===== src/rtl/ds_adc_spi_readout.sv =====
// ---------------------------------------------------------------------------
// ds_adc_spi_readout
//
// Readout stage behind the two CIC decimators of the delta-sigma comparator
// ADC. Every decimation strobe captures the channel A and B words, together
// with a 3-bit sequence number, as one frame in a small FIFO. An external host
// drains the FIFO over a 4-wire SPI-style link (mode 0, MSB first).
//
// Frame shifted to the host (FRAME = 2*WIDTH+6 bits, MSB first):
//   {ovf, seq[2:0], 2'b10, a[WIDTH-1:0], b[WIDTH-1:0]}   valid frame
//   {ovf, {FRAME-1{1'b0}}}                               FIFO was empty
//
// Ports:
//   clk, rst_n           system clock, asynchronous active-low reset
//   sample_a, sample_b   filtered channel words (two's complement, untouched)
//   sample_stb           one-cycle pulse, sample_a/sample_b valid this cycle
//   spi_cs_n, spi_sclk   host chip select / serial clock, asynchronous to clk
//   spi_miso             serial data to host
//   data_ready           FIFO non-empty
//   fifo_count           frames currently stored
//   overflow             sticky: at least one frame dropped since last reported
//
// Handshake: sample_stb is a valid with no ready. The block never
// back-pressures the decimators; a strobe that finds the FIFO full (and no pop
// in the same cycle) is dropped, still consumes a sequence number, and sets
// the sticky overflow flag, which is reported in the MSB of the next frame
// popped.
// ---------------------------------------------------------------------------
module ds_adc_spi_readout #(
  parameter int WIDTH       = 13,
  parameter int DEPTH       = 4,
  parameter int SYNC_STAGES = 2
) (
  input  logic                       clk,
  input  logic                       rst_n,
  input  logic [WIDTH-1:0]           sample_a,
  input  logic [WIDTH-1:0]           sample_b,
  input  logic                       sample_stb,
  input  logic                       spi_cs_n,
  input  logic                       spi_sclk,
  output logic                       spi_miso,
  output logic                       data_ready,
  output logic [$clog2(DEPTH):0]     fifo_count,
  output logic                       overflow
);

  localparam int AW    = $clog2(DEPTH);
  localparam int FRAME = 2 * WIDTH + 6;
  localparam int EW    = 2 * WIDTH + 3;  // stored entry: {seq, a, b}
  localparam logic [AW:0] FULL_COUNT = (AW + 1)'(DEPTH);

  typedef enum logic {
    S_IDLE  = 1'b0,
    S_SHIFT = 1'b1
  } state_t;

  // -------------------------------------------------------------------------
  // Synchronisers and edge detection
  // -------------------------------------------------------------------------
  // cs_n flops reset high and sclk flops reset low so that reset itself never
  // looks like a select or a clock edge.
  logic [SYNC_STAGES-1:0] cs_sync;
  logic [SYNC_STAGES-1:0] sclk_sync;
  logic                   cs_d;
  logic                   sclk_d;
  logic                   cs_s;
  logic                   sclk_s;
  logic                   cs_fall;
  logic                   cs_rise;
  logic                   sclk_fall;

  always_ff @(posedge clk or negedge rst_n) begin
    if (!rst_n) begin
      cs_sync   <= '1;
      sclk_sync <= '0;
      cs_d      <= 1'b1;
      sclk_d    <= 1'b0;
    end else begin
      cs_sync   <= {cs_sync[SYNC_STAGES-2:0], spi_cs_n};
      sclk_sync <= {sclk_sync[SYNC_STAGES-2:0], spi_sclk};
      cs_d      <= cs_s;
      sclk_d    <= sclk_s;
    end
  end

  assign cs_s      = cs_sync[SYNC_STAGES-1];
  assign sclk_s    = sclk_sync[SYNC_STAGES-1];
  assign cs_fall   = cs_d & ~cs_s;
  assign cs_rise   = ~cs_d & cs_s;
  assign sclk_fall = sclk_d & ~sclk_s;

  // -------------------------------------------------------------------------
  // FSM: state register / next state / outputs
  // -------------------------------------------------------------------------
  state_t     state_q;
  state_t     state_d;
  logic       load_frame;
  logic       shift_en;
  logic [FRAME-1:0] shift_reg;

  always_ff @(posedge clk or negedge rst_n) begin
    if (!rst_n) begin
      state_q <= S_IDLE;
    end else begin
      state_q <= state_d;
    end
  end

  always_comb begin
    state_d = state_q;
    unique case (state_q)
      S_IDLE:  if (cs_fall) state_d = S_SHIFT;
      S_SHIFT: if (cs_rise) state_d = S_IDLE;
      default: state_d = S_IDLE;
    endcase
  end

  // spi_miso is a mux of registers, so it becomes valid on the same edge as
  // the load (and the fifo_count decrement) rather than one edge later.
  always_comb begin
    load_frame = 1'b0;
    shift_en   = 1'b0;
    spi_miso   = 1'b0;
    unique case (state_q)
      S_IDLE: begin
        load_frame = cs_fall;
      end
      S_SHIFT: begin
        spi_miso = shift_reg[FRAME-1];
        shift_en = sclk_fall & ~cs_rise;
      end
      default: begin
        spi_miso = 1'b0;
      end
    endcase
  end

  // -------------------------------------------------------------------------
  // FIFO
  // -------------------------------------------------------------------------
  logic [EW-1:0] mem [DEPTH];
  logic [AW-1:0] wr_ptr;
  logic [AW-1:0] rd_ptr;
  logic [AW:0]   count_q;
  logic [2:0]    seq_q;
  logic          ovf_q;
  logic          fifo_full;
  logic          fifo_empty;
  logic          do_pop;
  logic          do_write;
  logic          drop;
  logic [EW-1:0] rd_entry;

  assign fifo_full  = (count_q == FULL_COUNT);
  assign fifo_empty = (count_q == '0);
  assign do_pop     = load_frame & ~fifo_empty;
  // A pop in the same cycle frees a slot, so a strobe into a full FIFO is
  // still accepted when the host is starting a read at that moment.
  assign do_write   = sample_stb & (~fifo_full | do_pop);
  assign drop       = sample_stb & fifo_full & ~do_pop;
  assign rd_entry   = mem[rd_ptr];

  always_ff @(posedge clk) begin
    if (do_write) begin
      mem[wr_ptr] <= {seq_q, sample_a, sample_b};
    end
  end

  always_ff @(posedge clk or negedge rst_n) begin
    if (!rst_n) begin
      wr_ptr  <= '0;
      rd_ptr  <= '0;
      count_q <= '0;
      seq_q   <= 3'd0;
      ovf_q   <= 1'b0;
    end else begin
      if (do_write) wr_ptr <= wr_ptr + 1'b1;
      if (do_pop)   rd_ptr <= rd_ptr + 1'b1;

      unique case ({do_write, do_pop})
        2'b10:   count_q <= count_q + 1'b1;
        2'b01:   count_q <= count_q - 1'b1;
        default: count_q <= count_q;
      endcase

      // Every strobe consumes a sequence number, so gaps in the sequence seen
      // by the host equal the number of dropped samples.
      if (sample_stb) seq_q <= seq_q + 3'd1;

      // A drop in the same cycle wins over the clear from a pop; an empty
      // frame reports the flag without clearing it.
      if (drop) begin
        ovf_q <= 1'b1;
      end else if (do_pop) begin
        ovf_q <= 1'b0;
      end
    end
  end

  // -------------------------------------------------------------------------
  // Shift register
  // -------------------------------------------------------------------------
  always_ff @(posedge clk or negedge rst_n) begin
    if (!rst_n) begin
      shift_reg <= '0;
    end else if (load_frame) begin
      if (fifo_empty) begin
        shift_reg <= {ovf_q, {(FRAME-1){1'b0}}};
      end else begin
        shift_reg <= {ovf_q, rd_entry[EW-1 -: 3], 2'b10, rd_entry[2*WIDTH-1:0]};
      end
    end else if (shift_en) begin
      // Zeros fill in behind the frame, so extra clocks read as zeros.
      shift_reg <= {shift_reg[FRAME-2:0], 1'b0};
    end else if (state_q == S_SHIFT && cs_rise) begin
      // An aborted frame was already popped; drop whatever remains of it.
      shift_reg <= '0;
    end
  end

  assign data_ready = ~fifo_empty;
  assign fifo_count = count_q;
  assign overflow   = ovf_q;

endmodule


===== config.mk =====
export PLATFORM = sky130hd
export DESIGN_NAME = ds_adc_spi_readout
export DESIGN_NICKNAME = d
export VERILOG_FILES = /design/src/rtl/ds_adc_spi_readout.sv
export SDC_FILE = /design/constraint.sdc
export NUM_CORES = 1
export LEC_CHECK = 0
export CAP_MARGIN = 10
export CORE_MARGIN = 10
export CORE_UTILIZATION = 35
export DETAILED_ROUTE_END_ITERATION = 16
export PLACE_DENSITY = 0.53
export SLEW_MARGIN = 15
export SYNTH_ARGS = -nofsm -noshare
export SYNTH_HDL_FRONTEND = slang
export SYNTH_SLANG_ARGS = --single-unit

===== constraint.sdc =====
create_clock -name clk -period 2.3 [get_ports clk]
set_input_delay 0.23 -clock clk [delete_from_list [all_inputs] [get_ports clk]]
set_output_delay 0.23 -clock clk [all_outputs]
set_load 0.02 [all_outputs]

Yosys cells after proc, flatten, opt, wreduce, memory -nomap -nowiden --
Memory sizes are Yosys's and may differ from the RTL's. Index checks and enable logic that the tools add are counted.
Word-level totals: input bits 31, word-level logic and storage cells 57, memories 1, bits in writable memories 116, register bits 50
Cells by class: equality and inequality tests 3, bitwise gates (word level) 17, $add $sub $neg 5, reductions and logical operators 5, mux-type cells 15
Memory list:
- mem | depth 4, bits a word 29, rd ports 1, clocked after Yosys merged registers in 0, wr ports 1, RTL line 141 | logic [EW-1:0] mem [DEPTH];
Operators with widths (count):
- $mux W32 | 3
- $mux W31 | 1
- $mux W1 | 9
- $and A1 B1 Y1 | 8
- $not A1 Y1 | 8
- $add A3 B1 Y3 const B | 2
- $pmux W3 S2 | 1
- $add A2 B1 Y2 const B | 2
- $reduce_bool A2 Y1 | 2
- $eq A3 B3 Y1 const B | 1
- $logic_not A3 Y1 | 1
- $reduce_bool A3 Y1 | 1
- $sub A3 B1 Y3 const B | 1
- $eq A2 B1 Y1 const B | 1
- $eq A2 B2 Y1 const B | 1
- $pmux W1 S2 | 1
- $logic_and A1 B1 Y1 | 1
- $or A1 B1 Y1 | 1

Logic depth before layout (Yosys ltp) --
Gate-level depths: netlist (run 1).
depth in word-level cells 8, mapped depth 10, mapped depth without buffers 9

Least setup slack after synthesis (run 1) --
OpenSTA, ideal clock, no wires.
path type reg-to-reg, start point register cs_d, end point memory mem[0][0] in the netlist's numbering, enable pin, setup slack -126 ps, library setup time 389 ps, data arrival time 2037 ps, stages on the path, launching flop included 5, period minus slack after synthesis 2426 ps, required time 1911 ps, cell sequence dfstp_2 -> or3b_1 -> buf_6 -> a31oi_4 -> and2_1
On the way: word-level cells in the longest chain between the ends 7
Ends and longest elaborated chain:
- start, declared | RTL line 64 | logic cs_d;
- start signal, assigned | RTL line 81 | cs_d <= cs_s;
- $and A1 B1 Y1 | RTL line 88 | assign cs_fall = cs_d & ~cs_s;
- $mux W1 | RTL line 124 | unique case (state_q)
- $and A1 B1 Y1 | RTL line 156 | assign do_pop = load_frame & ~fifo_empty;
- $or A1 B1 Y1 | RTL line 159 | assign do_write = sample_stb & (~fifo_full | do_pop);
- $and A1 B1 Y1 | RTL line 159
- $mux W1 | RTL line 164 | if (do_write) begin
- $mux W1 (not written as such) | RTL line 165 | mem[wr_ptr] <= {seq_q, sample_a, sample_b};
- end, declared | RTL line 141
No other way between the ends.

Worst setup path in the final report (run 1) --
start point register cs_d, end point register count_q[2] (netlist: fifo_count[2])
On the way: word-level cells in the longest chain between the ends 7
Ends and longest elaborated chain:
- $and A1 B1 Y1 (*) | RTL line 88
- $mux W1 (*) | RTL line 124
- $and A1 B1 Y1 (*) | RTL line 156
- $or A1 B1 Y1 | RTL line 159
- $and A1 B1 Y1 | RTL line 159
- $eq A2 B1 Y1 or $eq A2 B2 Y1 (tied branches) | RTL line 180 | unique case ({do_write, do_pop})
- $pmux W3 S2 or $reduce_bool A2 Y1 (tied branches)
- end signal, assigned | RTL line 181 | 2'b10: count_q <= count_q + 1'b1;
- end signal, assigned | RTL line 182 | 2'b01: count_q <= count_q - 1'b1;
- end signal, assigned | RTL line 183 | default: count_q <= count_q;
- end, declared | RTL line 144 | logic [AW:0] count_q;
Every way passes the cells marked *; elsewhere a longest branch is shown, timed or not. A chain may end at the register's enable or synchronous reset.

==> run_results.csv, run 1 <==
group,metric,value,unit
status,outcome,"complete, no violations",
setup_path,cp-startpoint,"cs_d",
timing,tightest_slew,0.6534,ns
floorplanning,coreArea,0.01815,mm^2
logic_synthesis,yosysWarnings,0,
hold_path,min_path_type,"input pin to flip-flop",
setup_path,r2r_setup_slack,0.16,ns
setup_path,rr_startpoint,"cs_d",
logic_synthesis,muxShareOfSynthArea,10.55,%
placed_design,dp_worst_setup_slack,0.1604,ns
layout,finalNonFillerCells,669,
layout,antenna_cells,0,
floorplanning,die_area,0.02453,mm^2
floorplanning,num_rows,49,
clock_network,clockRootBuffer,"clkbuf_16",
logic_synthesis,yosysSeqAreaShare,72.53,%
clock_network,clk_latency,0.42,ns
timing,setup_viol,0,
floorplanning,dieWidth,156.6,um
timing,final-hold-violation-count,0,
grt,grt_first_pass_wirelength,20880,um
layout,multiInputGateArea,0.001595,mm^2
layout,largest_reg_flops,116,
drt,wl_per_cell,19.13,um
timing,tns,0,ns
logic_synthesis,ys_seq_elements,166,
logic_synthesis,synth_fa_ha_area_share,1.456,%
placed_design,gp_congestion,0.7354,
clock_network,clkTransAtPathRegs,0.06,ns
layout,seq_area,0.004740,mm^2
setup_path,slowest_delay,0.55,ns
grt,grt_pass1_vias,3627,
timing,relSlewSlack,56.44,%
setup_path,worstSetupStartpointType,"flip-flop",
layout,drive_above_1_share,20.23,%
drt,finalWirelength,12800,um
layout,finalNetCount,467,
logic_synthesis,synthXorXnorAreaFrac,1.073,%
setup_path,path_max_fanout,5,
logic_synthesis,synth_area,0.006533,mm^2
layout,layout_commonest_cell,"edfxtp_1",
clock_network,cts_tree,"yes",
placed_design,port_buffers,36,
setup_path,cp.depth,9,
timing,finalMaxSlewViolations,0,
drt,drc,0,
timing,rsz0062_at_grt,"false",
power_and_ir_drop,p_leak,0.002738,uW
setup_path,end_kind,"flip-flop",
logic_synthesis,synth_compound_area_share,5.171,%
timing,fin_ws,0.1607,ns
floorplanning,boundaryPins,37,
grt,grt_max_degree,51,
clock_network,h-tree-depth,4,
clock_network,cts_sinks,166,
timing,finalCritPeriodShare,93.01,%
setup_path,cp_num_buf_inv,2,
floorplanning,die_y,156.6,um
layout,fillers,1597,
logic_synthesis,syn_nets,419,
timing,fin_crit,2.139,ns
clock_network,cts_made_buffers,17,
placed_design,dp_cells,638,
power_and_ir_drop,ir_drop,0.4256,mV
hold_path,min_path_cells,1,
logic_synthesis,synth_top_family_by_area,"multiplexers",
power_and_ir_drop,power,9463,uW
drt,dr.first_iter.drc_count,242,
timing,fmax,467.4,MHz
logic_synthesis,syn_area_per_cell,17.15,um^2
drt,num_vias,3411,
setup_path,arrival,2.44,ns
placed_design,hpwlAfterDp,7705,um
layout,area_growth,19.94,%
drt,via_per_inst,5.099,
setup_path,cp-endpoint,"fifo_count[2]",
setup_path,reg2reg_depth,9,
logic_synthesis,synth_cell_type_count,36,
setup_path,r2r-end,"fifo_count[2]",
grt,antenna_found_initial,0,
power_and_ir_drop,powerDensity,1208,mW/mm^2
drt,drtPass1Iterations,4,
floorplanning,start_util,36.00,%
grt,grt_overflow,0,
setup_path,path_class,"flip-flop to flip-flop",
setup_path,cp_top_family,"flip-flops",
layout,post-route-util,43.17,%
setup_path,cp.required,2.60,ns
timing,skew,0.01003,ns
drt,drt.antenna.violating_nets,0,
logic_synthesis,syn_inst,381,
flow_run,cap_violations,0,
setup_path,path_cells,"or3b_1 -> a31oi_4 -> inv_1 -> ha_1 -> inv_1 -> fa_1 -> xor2_1 -> nor2_1 -> xor2_1",
logic_synthesis,yosys.area_share.simple,5.995,%
clock_network,cts_buffer_depth,2,
setup_path,crit_path_top_delay_cell,"dfstp_2",
grt,grt_usage,11.27,%
layout,layout_common_cells,"116 x edfxtp_1, 46 x dfrtp_1, 45 x nand3_1",
## how the worst min path moves through the flow
stage,start,end,slack [ns]
3_3_place_gp,sclk_sync[0],sclk_sync[1],0.35
5_1_grt,spi_cs_n,cs_sync[0],0.21
2_1_floorplan,rst_n,fifo_count[0],-0.07
4_1_cts,spi_cs_n,cs_sync[0],0.19
6_report,spi_cs_n,cs_sync[0],0.21
3_5_place_dp,sclk_sync[0],sclk_sync[1],0.35
## final cells by class
class / count / share of cell area (%)
Tap cell: 229 / 3.657
Multi-Input combinational cell: 164 / 20.36
Inverter: 26 / 1.246
Clock buffer: 18 / 5.477
Clock inverter: 12 / 1.693
Timing Repair Buffer: 54 / 7.074
Sequential cell: 166 / 60.49
## cells by family (layout without fill, tap and decap cells)
| family | Yosys count | in the layout |
|---|---|---|
| fa+ha+maj | 7 | 7 |
| mux | 32 | 32 |
| compound gates | 38 | 38 |
| xor+xnor | 8 | 8 |
| simple gates | 79 | 79 |
| buf+inv | 51 | 110 |
| flops | 166 | 166 |
## power breakdown
part	total (uW)	switching [uW]	internal (uW)
Combinational	2440	1290	1160
Sequential	4340	309	4030
Clock	2680	1100	1580
## worst reg2reg max path, cell delays in order (launching register included)
cell and delay, ns:
dfstp_2 0.55, or3b_1 0.41, a31oi_4 0.20, inv_1 0.06, ha_1 0.20, inv_1 0.07, fa_1 0.17, xor2_1 0.15
nor2_1 0.07, xor2_1 0.14
## through the flow
stage          hold slack, ns  cell area [um^2]
6_report               0.2116              7835
5_1_grt                0.2098              7835
4_1_cts                0.1922              7835
3_5_place_dp           0.3498              7264
3_3_place_gp           0.3460              7264
2_1_floorplan        -0.06559              6538
## synth_stat cells
cell type,instances,share of area [%]
or3b_1,1,0.13
inv_1,26,1.5
clkbuf_1,18,1.0
or3_1,1,0.096
buf_1,1,0.057
o21ai_0,1,0.077
o221ai_1,15,2.0
nor3b_2,1,0.19
and2_1,5,0.48
nand2_1,20,1.1
xor2_1,3,0.40
edfxtp_1,116,53
o311ai_0,13,1.7
o311ai_1,1,0.13
o31ai_1,3,0.34
buf_2,3,0.23
buf_6,1,0.17
o22ai_1,1,0.096
a32oi_1,1,0.13
a21boi_2,1,0.17
mux2_4,1,0.23
xnor2_1,5,0.67
a31oi_4,1,0.33
mux2i_1,1,0.15
buf_4,2,0.23
nand2b_1,2,0.19
nand3_1,45,3.4
fa_1,1,0.31
mux4_2,29,10
dfrtp_1,47,18
mux2_2,1,0.17
a22o_1,1,0.13
ha_1,6,1.1
nor2_1,3,0.17
dfstp_2,3,1.2
and3b_1,1,0.13
## timing repair
action                     4_1_cts  5_1_grt
setup endpoints to repair        1        0
setup buffers                    0        0
resized for setup                1        0
hold endpoints to repair        47        0
hold buffers                     1        0
## per-layer routing
layer  wire length [um]  track usage (%)  vias up
li1                   -                -     1572
met1               5768            14.57     1764
met2               6356            17.73       60
met3                484            3.015       15
met4                187            4.494        0
met5                  0                0        -
Note: power is estimated with default switching activity, not from simulation.
==> run 2, diff against run 1 <==
--- a/config.mk
+++ b/config.mk
@@ -6,7 +6,7 @@
 export NUM_CORES = 1
 export LEC_CHECK = 0
 export CAP_MARGIN = 10
-export CORE_MARGIN = 10
+export CORE_MARGIN = 1
 export CORE_UTILIZATION = 35
 export DETAILED_ROUTE_END_ITERATION = 16
 export PLACE_DENSITY = 0.53
==> run 2 against run 1 <==
Compared with the run above: the run now ends with design-rule violations left; power up 2.9%; register-to-register slack about the same; combinational power about the same; global-route usage up 3.2 points; largest power group unchanged.
==> run_results.csv, run 2 (same netlist as run 1, synthesis figures left out) <==
group,metric,value,unit
power_and_ir_drop,ir_drop,0.5119,mV
power_and_ir_drop,switchingPower,2735,uW
power_and_ir_drop,p_seq_share,44.3,%
layout,antenna_cells,0,
timing,tightest_slew,0.6544,ns
floorplanning,coreArea,0.01815,mm^2
drt,drtPass1Iterations,11,
setup_path,rr_startpoint,"cs_d",
drt,finalWirelength,12980,um
timing,fin_crit,2.127,ns
clock_network,cts_buffer_depth,2,
layout,finalNetCount,466,
hold_path,min_path_cells,1,
floorplanning,die_area,0.01921,mm^2
clock_network,cts_made_buffers,17,
setup_path,cp.required,2.61,ns
layout,area_growth,20.95,%
clock_network,postCtsSetupRepairBufs,0,
clock_network,clk_latency,0.42,ns
floorplanning,start_util,36.00,%
drt,drt.antenna.violating_nets,0,
drt,dr.first_iter.drc_count,213,
grt,grt_overflow,0,
layout,layout_commonest_cell,"edfxtp_1",
floorplanning,boundaryPins,37,
layout,stdcell_area,0.007901,mm^2
status,violations,"design-rule violations",
flow_run,cap_violations,0,
clock_network,cts_sinks,166,
drt,wl_per_cell,19.41,um
floorplanning,die_y,138.6,um
placed_design,port_buffers,36,
power_and_ir_drop,p_leak,0.002774,uW
status,outcome,"finished, violations left",
clock_network,cts_tree,"yes",
placed_design,placed_area,0.007269,mm^2
setup_path,worstSetupStartpointType,"flip-flop",
hold_path,min_path_type,"input pin to flip-flop",
timing,finalCritPeriodShare,92.49,%
timing,setup_viol,0,
setup_path,slowest_delay,0.56,ns
timing,final-hold-violation-count,0,
setup_path,end_kind,"flip-flop",
layout,largest_reg_flops,116,
setup_path,path_max_fanout,5,
power_and_ir_drop,combPwrFrac,25.1,%
grt,antenna_found_initial,0,
setup_path,arrival,2.43,ns
layout,fillers,1614,
power_and_ir_drop,switching_share,28.09,%
layout,layout_common_cells,"116 x edfxtp_1, 46 x dfrtp_1, 45 x nand3_1",
drt,via_per_inst,5.155,
grt,grt_pass1_vias,3690,
power_and_ir_drop,powerDensity,1232,mW/mm^2
grt,grt_first_pass_wirelength,20670,um
clock_network,clkTransAtPathRegs,0.06,ns
placed_design,gp_congestion,0.7280,
setup_path,path_class,"flip-flop to flip-flop",
setup_path,cp-startpoint,"cs_d",
hold_path,holdCritStartpoint,"spi_cs_n",
grt,grt_usage,14.52,%
grt,grt_max_degree,51,
timing,finalMaxSlewViolations,0,
timing,tns,0,ns
floorplanning,dieWidth,138.6,um
setup_path,crit_path_top_delay_cell,"dfstp_2",
clock_network,clockRootBuffer,"clkbuf_16",
floorplanning,num_rows,49,
setup_path,r2r_setup_slack,0.17,ns
timing,fmax,470.1,MHz
power_and_ir_drop,pwr-share-clk,30.6,%
timing,relSlewSlack,56.27,%
layout,drive_above_1_share,20.45,%
timing,rsz0062_at_grt,"false",
placed_design,hpwlAfterDp,7375,um
drt,drc,4,
drt,num_vias,3449,
power_and_ir_drop,p_int,7001,uW
setup_path,reg2reg_depth,9,
clock_network,h-tree-depth,4,
setup_path,path_cells,"or3b_1 -> a31oi_4 -> inv_1 -> ha_1 -> inv_1 -> fa_1 -> xor2_1 -> nor2_1 -> xor2_1",
timing,skew,0.01434,ns
[run 2: changes by cell type in the layout (fill, tap and decap cells not counted), sizes merged]
cell / previous run / this run
clkinvlp: 4 / 2
bufinv: 2 / 4
buf: 18 / 17
clkinv: 5 / 3
clkbuf: 18 / 17
inv: 27 / 31
[run 2: power by group through the flow]
stage	clock, uW	combinational (uW)	sequential [uW]
2_1_floorplan	0	1600	4340
3_3_place_gp	0	2520	4330
3_5_place_dp	0	2530	4370
4_1_cts	3050	2540	4310
5_1_grt	3170	2710	4380
6_report	2980	2450	4310
[run 2: worst paths after layout]
path / to
worst max-delay path: fifo_count[2]
worst min-delay path: cs_sync[0]
worst max register to register: fifo_count[2]
worst min register to register: sclk_sync[1]
max in group asynchronous: cs_sync[0]
min in group asynchronous: shift_reg[13]
[run 2: final cells by class]
cell class	count	area (um^2)	area share (%)
repair buffers	53	559.3	7.078
flip-flops and latches	166	4740	59.98
clock inverters	14	197.7	2.502
multi-input cells	164	1595	20.19
clock buffers	17	425.4	5.384
well taps	229	286.5	3.626
inverters	26	97.59	1.235
[run 2: per-layer routing]
metal	routed length (um)	global-route usage (%)	up-vias
met5	0	0	-
met4	209	5.789	0
met3	655	3.211	15
met2	6482	24.02	74
met1	5634	18.68	1789
li1	-	-	1571
[run 2: through the flow]
stage	std cells	util (%)	total power, uW	hold slack [ns]	setup WS, ns
4_1_cts	669	43.54	9897	0.2096	0.1649
6_report	669	43.54	9736	0.2201	0.1727
5_1_grt	669	43.54	10260	0.2134	0.05295
2_1_floorplan	381	-	5946	-0.06559	0.01740
3_3_place_gp	637	40.06	6843	0.2422	0.1930
3_5_place_dp	637	40.06	6897	0.2420	0.1678
[run 2: critical path: cells and delay by family (launching register included)]
kind | cells | cell delay [ns]
buffers and inverters | 2 | 0.13
AND/OR/NAND/NOR | 2 | 0.47
XOR/XNOR | 2 | 0.28
AO/OA/AOI/OAI | 1 | 0.21
adder cells (fa/ha/maj) | 2 | 0.37
flip-flops | 1 | 0.56
[run 2: what timing repair did]
item                                   CTS  global route
setup endpoints to repair                1             0
gates resized for setup                  1             0
hold buffers                             1             0
endpoints found under the hold margin   47             0
